**src/rtl/biriscv_v_writeback.sv**
```systemverilog
// Vector writeback stage: masks ALU results against old vd, queues them, and writes them to the VRF.
// Latency: at least one cycle from accept to VRF write request; there is no same-cycle bypass.
// Backpressure: a 2-entry queue absorbs VRF stalls; alu_ready_o comes only from registered occupancy.
module biriscv_v_writeback #(
  parameter int VLEN = 128,
  parameter int ELEN = 32
) (
  input  logic            clk_i,
  input  logic            rst_ni,
  input  logic            alu_valid_i,
  output logic            alu_ready_o,
  input  logic [4:0]      alu_vd_idx_i,
  input  logic [VLEN-1:0] alu_result_i,
  input  logic            alu_vm_i,
  input  logic [VLEN-1:0] alu_vmask_i,
  input  logic [VLEN-1:0] alu_vd_old_i,
  input  logic            flush_i,
  output logic            vrf_wr_en_o,
  output logic [4:0]      vrf_wr_idx_o,
  output logic [VLEN-1:0] vrf_wr_data_o,
  input  logic            vrf_ready_i,
  output logic [31:0]     pending_o,
  output logic            complete_o,
  output logic [4:0]      complete_idx_o
);

  localparam int NUM_ELEM = VLEN / ELEN;

  logic [4:0]      idx_q  [2];
  logic [4:0]      idx_d  [2];
  logic [VLEN-1:0] data_q [2];
  logic [VLEN-1:0] data_d [2];
  logic [1:0]      count_q, count_d;
  logic            rd_ptr_q, rd_ptr_d;
  logic            wr_ptr_q, wr_ptr_d;
  logic            complete_q, complete_d;
  logic [4:0]      complete_idx_q, complete_idx_d;

  logic [VLEN-1:0] merged;
  logic            push;
  logic            pop;

  // Mask-undisturbed merge: inactive elements keep the old vd contents.
  always_comb begin
    merged = '0;
    for (int i = 0; i < NUM_ELEM; i++) begin
      merged[i*ELEN +: ELEN] = (alu_vm_i | alu_vmask_i[i*ELEN]) ? alu_result_i[i*ELEN +: ELEN]
                                                                : alu_vd_old_i[i*ELEN +: ELEN];
    end
  end

  assign alu_ready_o = (count_q != 2'd2);
  assign push        = alu_valid_i & alu_ready_o & ~flush_i;
  assign pop         = (count_q != 2'd0) & vrf_ready_i & ~flush_i;

  // Next-state for queue storage, pointers, occupancy and the retire pulse.
  always_comb begin
    idx_d          = idx_q;
    data_d         = data_q;
    count_d        = count_q;
    rd_ptr_d       = rd_ptr_q;
    wr_ptr_d       = wr_ptr_q;
    complete_d     = 1'b0;
    complete_idx_d = 5'd0;
    if (flush_i) begin
      count_d  = 2'd0;
      rd_ptr_d = 1'b0;
      wr_ptr_d = 1'b0;
    end else begin
      if (push) begin
        idx_d[wr_ptr_q]  = alu_vd_idx_i;
        data_d[wr_ptr_q] = merged;
        wr_ptr_d         = wr_ptr_q + 1'b1;
      end
      if (pop) begin
        rd_ptr_d       = rd_ptr_q + 1'b1;
        complete_d     = 1'b1;
        complete_idx_d = idx_q[rd_ptr_q];
      end
      case ({push, pop})
        2'b10:   count_d = count_q + 2'd1;
        2'b01:   count_d = count_q - 2'd1;
        default: count_d = count_q;
      endcase
    end
  end

  // State registers; reset empties the queue and kills any pending retire pulse.
  always_ff @(posedge clk_i or negedge rst_ni) begin
    if (!rst_ni) begin
      idx_q[0]       <= 5'd0;
      idx_q[1]       <= 5'd0;
      data_q[0]      <= '0;
      data_q[1]      <= '0;
      count_q        <= 2'd0;
      rd_ptr_q       <= 1'b0;
      wr_ptr_q       <= 1'b0;
      complete_q     <= 1'b0;
      complete_idx_q <= 5'd0;
    end else begin
      idx_q[0]       <= idx_d[0];
      idx_q[1]       <= idx_d[1];
      data_q[0]      <= data_d[0];
      data_q[1]      <= data_d[1];
      count_q        <= count_d;
      rd_ptr_q       <= rd_ptr_d;
      wr_ptr_q       <= wr_ptr_d;
      complete_q     <= complete_d;
      complete_idx_q <= complete_idx_d;
    end
  end

  // Head presentation; stale storage is hidden while empty.
  always_comb begin
    vrf_wr_en_o   = (count_q != 2'd0);
    vrf_wr_idx_o  = vrf_wr_en_o ? idx_q[rd_ptr_q]  : 5'd0;
    vrf_wr_data_o = vrf_wr_en_o ? data_q[rd_ptr_q] : '0;
  end

  // Scoreboard bitmap: OR of one-hot indices over every occupied entry.
  always_comb begin
    pending_o = 32'd0;
    if (count_q != 2'd0) pending_o[idx_q[rd_ptr_q]] = 1'b1;
    if (count_q == 2'd2) pending_o[idx_q[~rd_ptr_q]] = 1'b1;
  end

  assign complete_o     = complete_q;
  assign complete_idx_o = complete_idx_q;

endmodule

```
**config.mk**
```make
export PLATFORM = sky130hd
export DESIGN_NAME = biriscv_v_writeback
export DESIGN_NICKNAME = d
export VERILOG_FILES = /design/src/rtl/biriscv_v_writeback.sv
export SDC_FILE = /design/constraint.sdc
export NUM_CORES = 1
export LEC_CHECK = 0
export ABC_AREA = 1
export CORE_AREA = 2 2 218 220
export DETAILED_ROUTE_END_ITERATION = 8
export DIE_AREA = 0 0 220 222
export SKIP_CTS_REPAIR_TIMING = 1
export SYNTH_ARGS = -nofsm -noshare
export SYNTH_HDL_FRONTEND = slang
export SYNTH_SLANG_ARGS = --single-unit
```
**constraint.sdc**
```tcl
create_clock -name clk_i -period 3.3 [get_ports clk_i]
set_clock_uncertainty 0.15 [all_clocks]
set_input_delay 0.33 -clock clk_i [delete_from_list [all_inputs] [get_ports clk_i]]
set_output_delay 0.33 -clock clk_i [all_outputs]
set_load 0.1 [all_outputs]
```
==> run_results.csv <==
group,metric,value,unit
layout,fin_nets,2805,
timing,fin_crit,3.12,ns
synthesis,synthCells,2036,
global_routing,grt_usage,0.205,
timing,timing.fmax,321,MHz
power_and_ir_drop,intPower,11400,uW
timing,slew_headroom,0.291,
floorplanning,die-width,220,microns
placed_design,dp_cells,2980,
setup_path,startpoint_type,"flip-flop",
power_and_ir_drop,clkPwrFrac,0.155,
drt,drt_iter0_markers,961,
global_routing,grt_pass1_vias,13800,
synthesis,seq_area_frac_synth,0.473,
drt,route.detailed.drc,0,
timing,worst_pin_slew,1.06,ns
timing,fin_crit_sh,0.945,
synthesis,syn_nets,2431,
power_and_ir_drop,p_comb_frac,0.621,
clock_network,cts_root_buf,"clkbuf_16",
floorplanning,initial_core_util,0.315,
power_and_ir_drop,leakage,0.0101,uW
drt,vias_per_cell,4.82,
power_and_ir_drop,powerDensity,1140,nW/um^2
power_and_ir_drop,p_switching,13100,uW
placed_design,dpl.hpwl,36000,microns
placed_design,port_buffers,443,
setup_path,cp.required,2.82,ns
layout,synthToLayoutAreaGrowth,47.8,%
synthesis,synth.yosys.warnings,0,
drt,routed_wl,51100,microns
timing,setup_viol,0,
timing,slew_violations,0,
setup_path,critPathMaxFanout,23,
min_path,holdCritPathClass,"in2reg",
global_routing,grt_max_degree,146,
global_routing,grt_pass1_wl,78600,microns
status,status,"finished clean",
power_and_ir_drop,p_sw_frac,0.534,
layout,drive_gt1_frac,0.122,
global_routing,antenna_found_initial,3,
job,drv_cap,0,
setup_path,endpoint_kind,"primary output",
drt,antenna_left,0,
setup_path,crit_slowest_cell,"dfrtp_4",
floorplanning,num_rows,79,
floorplanning,fp.dieH,222,microns
synthesis,synth_seq_cells,276,
timing,tns,0,ns
placed_design,gp_congestion,0.847,
timing,hold_viol,0,
placed_design,placed_cell_area,20400,sq um
floorplanning,dieArea,48800,sq um
layout,final_cell_count_no_fill,3044,
drt,dr.pass1.iters,5,
setup_path,critPathMaxStageDelay,0.61,ns
drt,routed-via-count,14700,
setup_path,path_cells,"inv_2 -> nand2_1 -> nand2_2 -> inv_2 -> nor3_4 -> nand2_1 -> o21ai_1 -> buf_12",
clock_network,cts_made_buffers,34,
clock_network,cts_tree,"yes",
clock_network,clock-sinks,276,
setup_path,critical_path_class,"reg2out",
clock_network,path_clk_slew,0.06,ns
synthesis,ys_types,24,
clock_network,htree_levels,2,
drt,wl_per_cell,16.8,microns
power_and_ir_drop,p_seq_frac,0.225,
synthesis,synth_area,14600,sq um
timing,rsz0062_at_grt,"no",
floorplanning,io_pins,568,
clock_network,clockBufferDepth,3,
clock_network,clkLatencyLatePin,0.52,ns
layout,stdcell_area,21600,sq um
floorplanning,core_area,46300,sq um
setup_path,arrival,2.64,ns
synthesis,syn_avg_cell_area,7.17,sq um
global_routing,gr-total-overflow,0,
power_and_ir_drop,ir_worst_vdd,0.658,mV
## per-layer routing
metal | track usage | up-vias | share of wire
li1 | - | 7206 | -
met1 | 0.275 | 6936 | 0.43
met4 | 0.0485 | 2 | 0.017
met3 | 0.0565 | 58 | 0.087
met5 | 0 | - | 0.00018
met2 | 0.326 | 479 | 0.46
## stage by stage
step | setup WS, ns | hold WS (ns) | power (uW) | util
floorplan | -0.416 | -0.116 | 15700 | -
global placement | 0.663 | 0.259 | 20600 | 0.441
detailed placement | 0.642 | 0.261 | 20800 | 0.441
CTS | 0.0600 | -0.279 | 24700 | 0.466
global route | 0.0307 | 0.260 | 25800 | 0.466
finish | 0.182 | 0.261 | 24500 | 0.466
## power groups by stage
stage	logic [uW]	clock network [uW]	registers, uW
floorplan	10300	0	5450
global placement	15100	0	5490
detailed placement	15200	0	5560
CTS	15300	3900	5520
global route	16100	4050	5680
finish	15200	3790	5510
## placed cells by master, fill, tap and decap left out, types with 3 or more instances in the layout
cell type / count
a21oi_1: 120
nand3_1: 6
buf_4: 84
nand2_2: 3
clkdlybuf4s50_1: 270
inv_1: 148
o21ai_2: 6
clkbuf_1: 11
o21ai_1: 79
bufinv_16: 3
clkbuf_8: 7
buf_12: 122
o21ai_0: 348
clkbuf_16: 35
nor2_1: 25
nor3_4: 3
inv_2: 5
dfrtp_1: 275
clkinv_2: 3
a21oi_2: 9
nor2_2: 4
nand2_1: 853
## critical path: cells and delay by family, from the launching register on
kind	cells	cell delay, ns
compound gates	1	0.26
buf+inv	3	0.47
flops	1	0.61
simple gates	4	0.76
## logic make-up (layout without fill, tap and decap cells)
family | after synthesis | in the layout | share of synthesized area
compound gates | 562 | 562 | 0.194
mux | 1 | 1 | 0.000772
flops | 276 | 276 | 0.473
buf+inv | 295 | 694 | 0.0948
other cells | 0 | 2 | 0
simple gates | 902 | 902 | 0.237
## state kept, by name, summed over array words and instances (netlist names)
register and count:
count_q 2, data_q 256, wr_ptr_q 1, complete_idx_o 5, complete_o 1, idx_q 10
rd_ptr_q 1
## synth_stat cells
library cell	instances	area [sq um]
a21oi_1	129	646
buf_2	45	225
buf_4	24	180
buf_6	17	191
clkbuf_1	54	203
clkbuf_2	1	5.00
dfrtp_1	276	6910
inv_1	148	556
inv_2	6	22.5
mux2_2	1	11.3
nand2_1	854	3210
nand2_2	3	18.8
nand2_4	1	11.3
nand3_1	6	30.0
nand3b_1	1	7.51
nor2_1	29	109
nor2_2	1	6.26
nor2_4	1	11.3
nor3_1	2	10.0
nor3_2	3	30.0
nor3_4	1	16.3
o21ai_0	353	1770
o21ai_1	74	370
o21ai_2	6	52.6
## final cells by class
type / instances / area [sq um]
Multi-Input combinational cell: 1465 / 6370
Clock buffer: 53 / 1010
Timing Repair Buffer: 479 / 5810
Antenna cell: 2 / 5.00
Tap cell: 607 / 759
Clock inverter: 8 / 121
Inverter: 154 / 581
Fill cell: 4551 / 24700
Sequential cell: 276 / 6910
## final timing paths
| kind | startpoint | to | slack (ns) | cells past startpoint |
|---|---|---|---|---|
| min in group asynchronous | rst_ni | data_q[24] | 0.30 | 2 |
| setup / recovery | rd_ptr_q | pending_o[6] | 0.18 | 8 |
| hold / removal | alu_vd_idx_i[1] | idx_q[6] | 0.26 | 3 |
| max in group asynchronous | rst_ni | data_q[65] | 1.90 | 3 |
| setup reg to reg | count_q[0] | data_q[107] | 1.30 | 8 |
| hold reg to reg | data_q[210] | data_q[210] | 0.31 | 2 |
(Power assumes the default switching activity.)
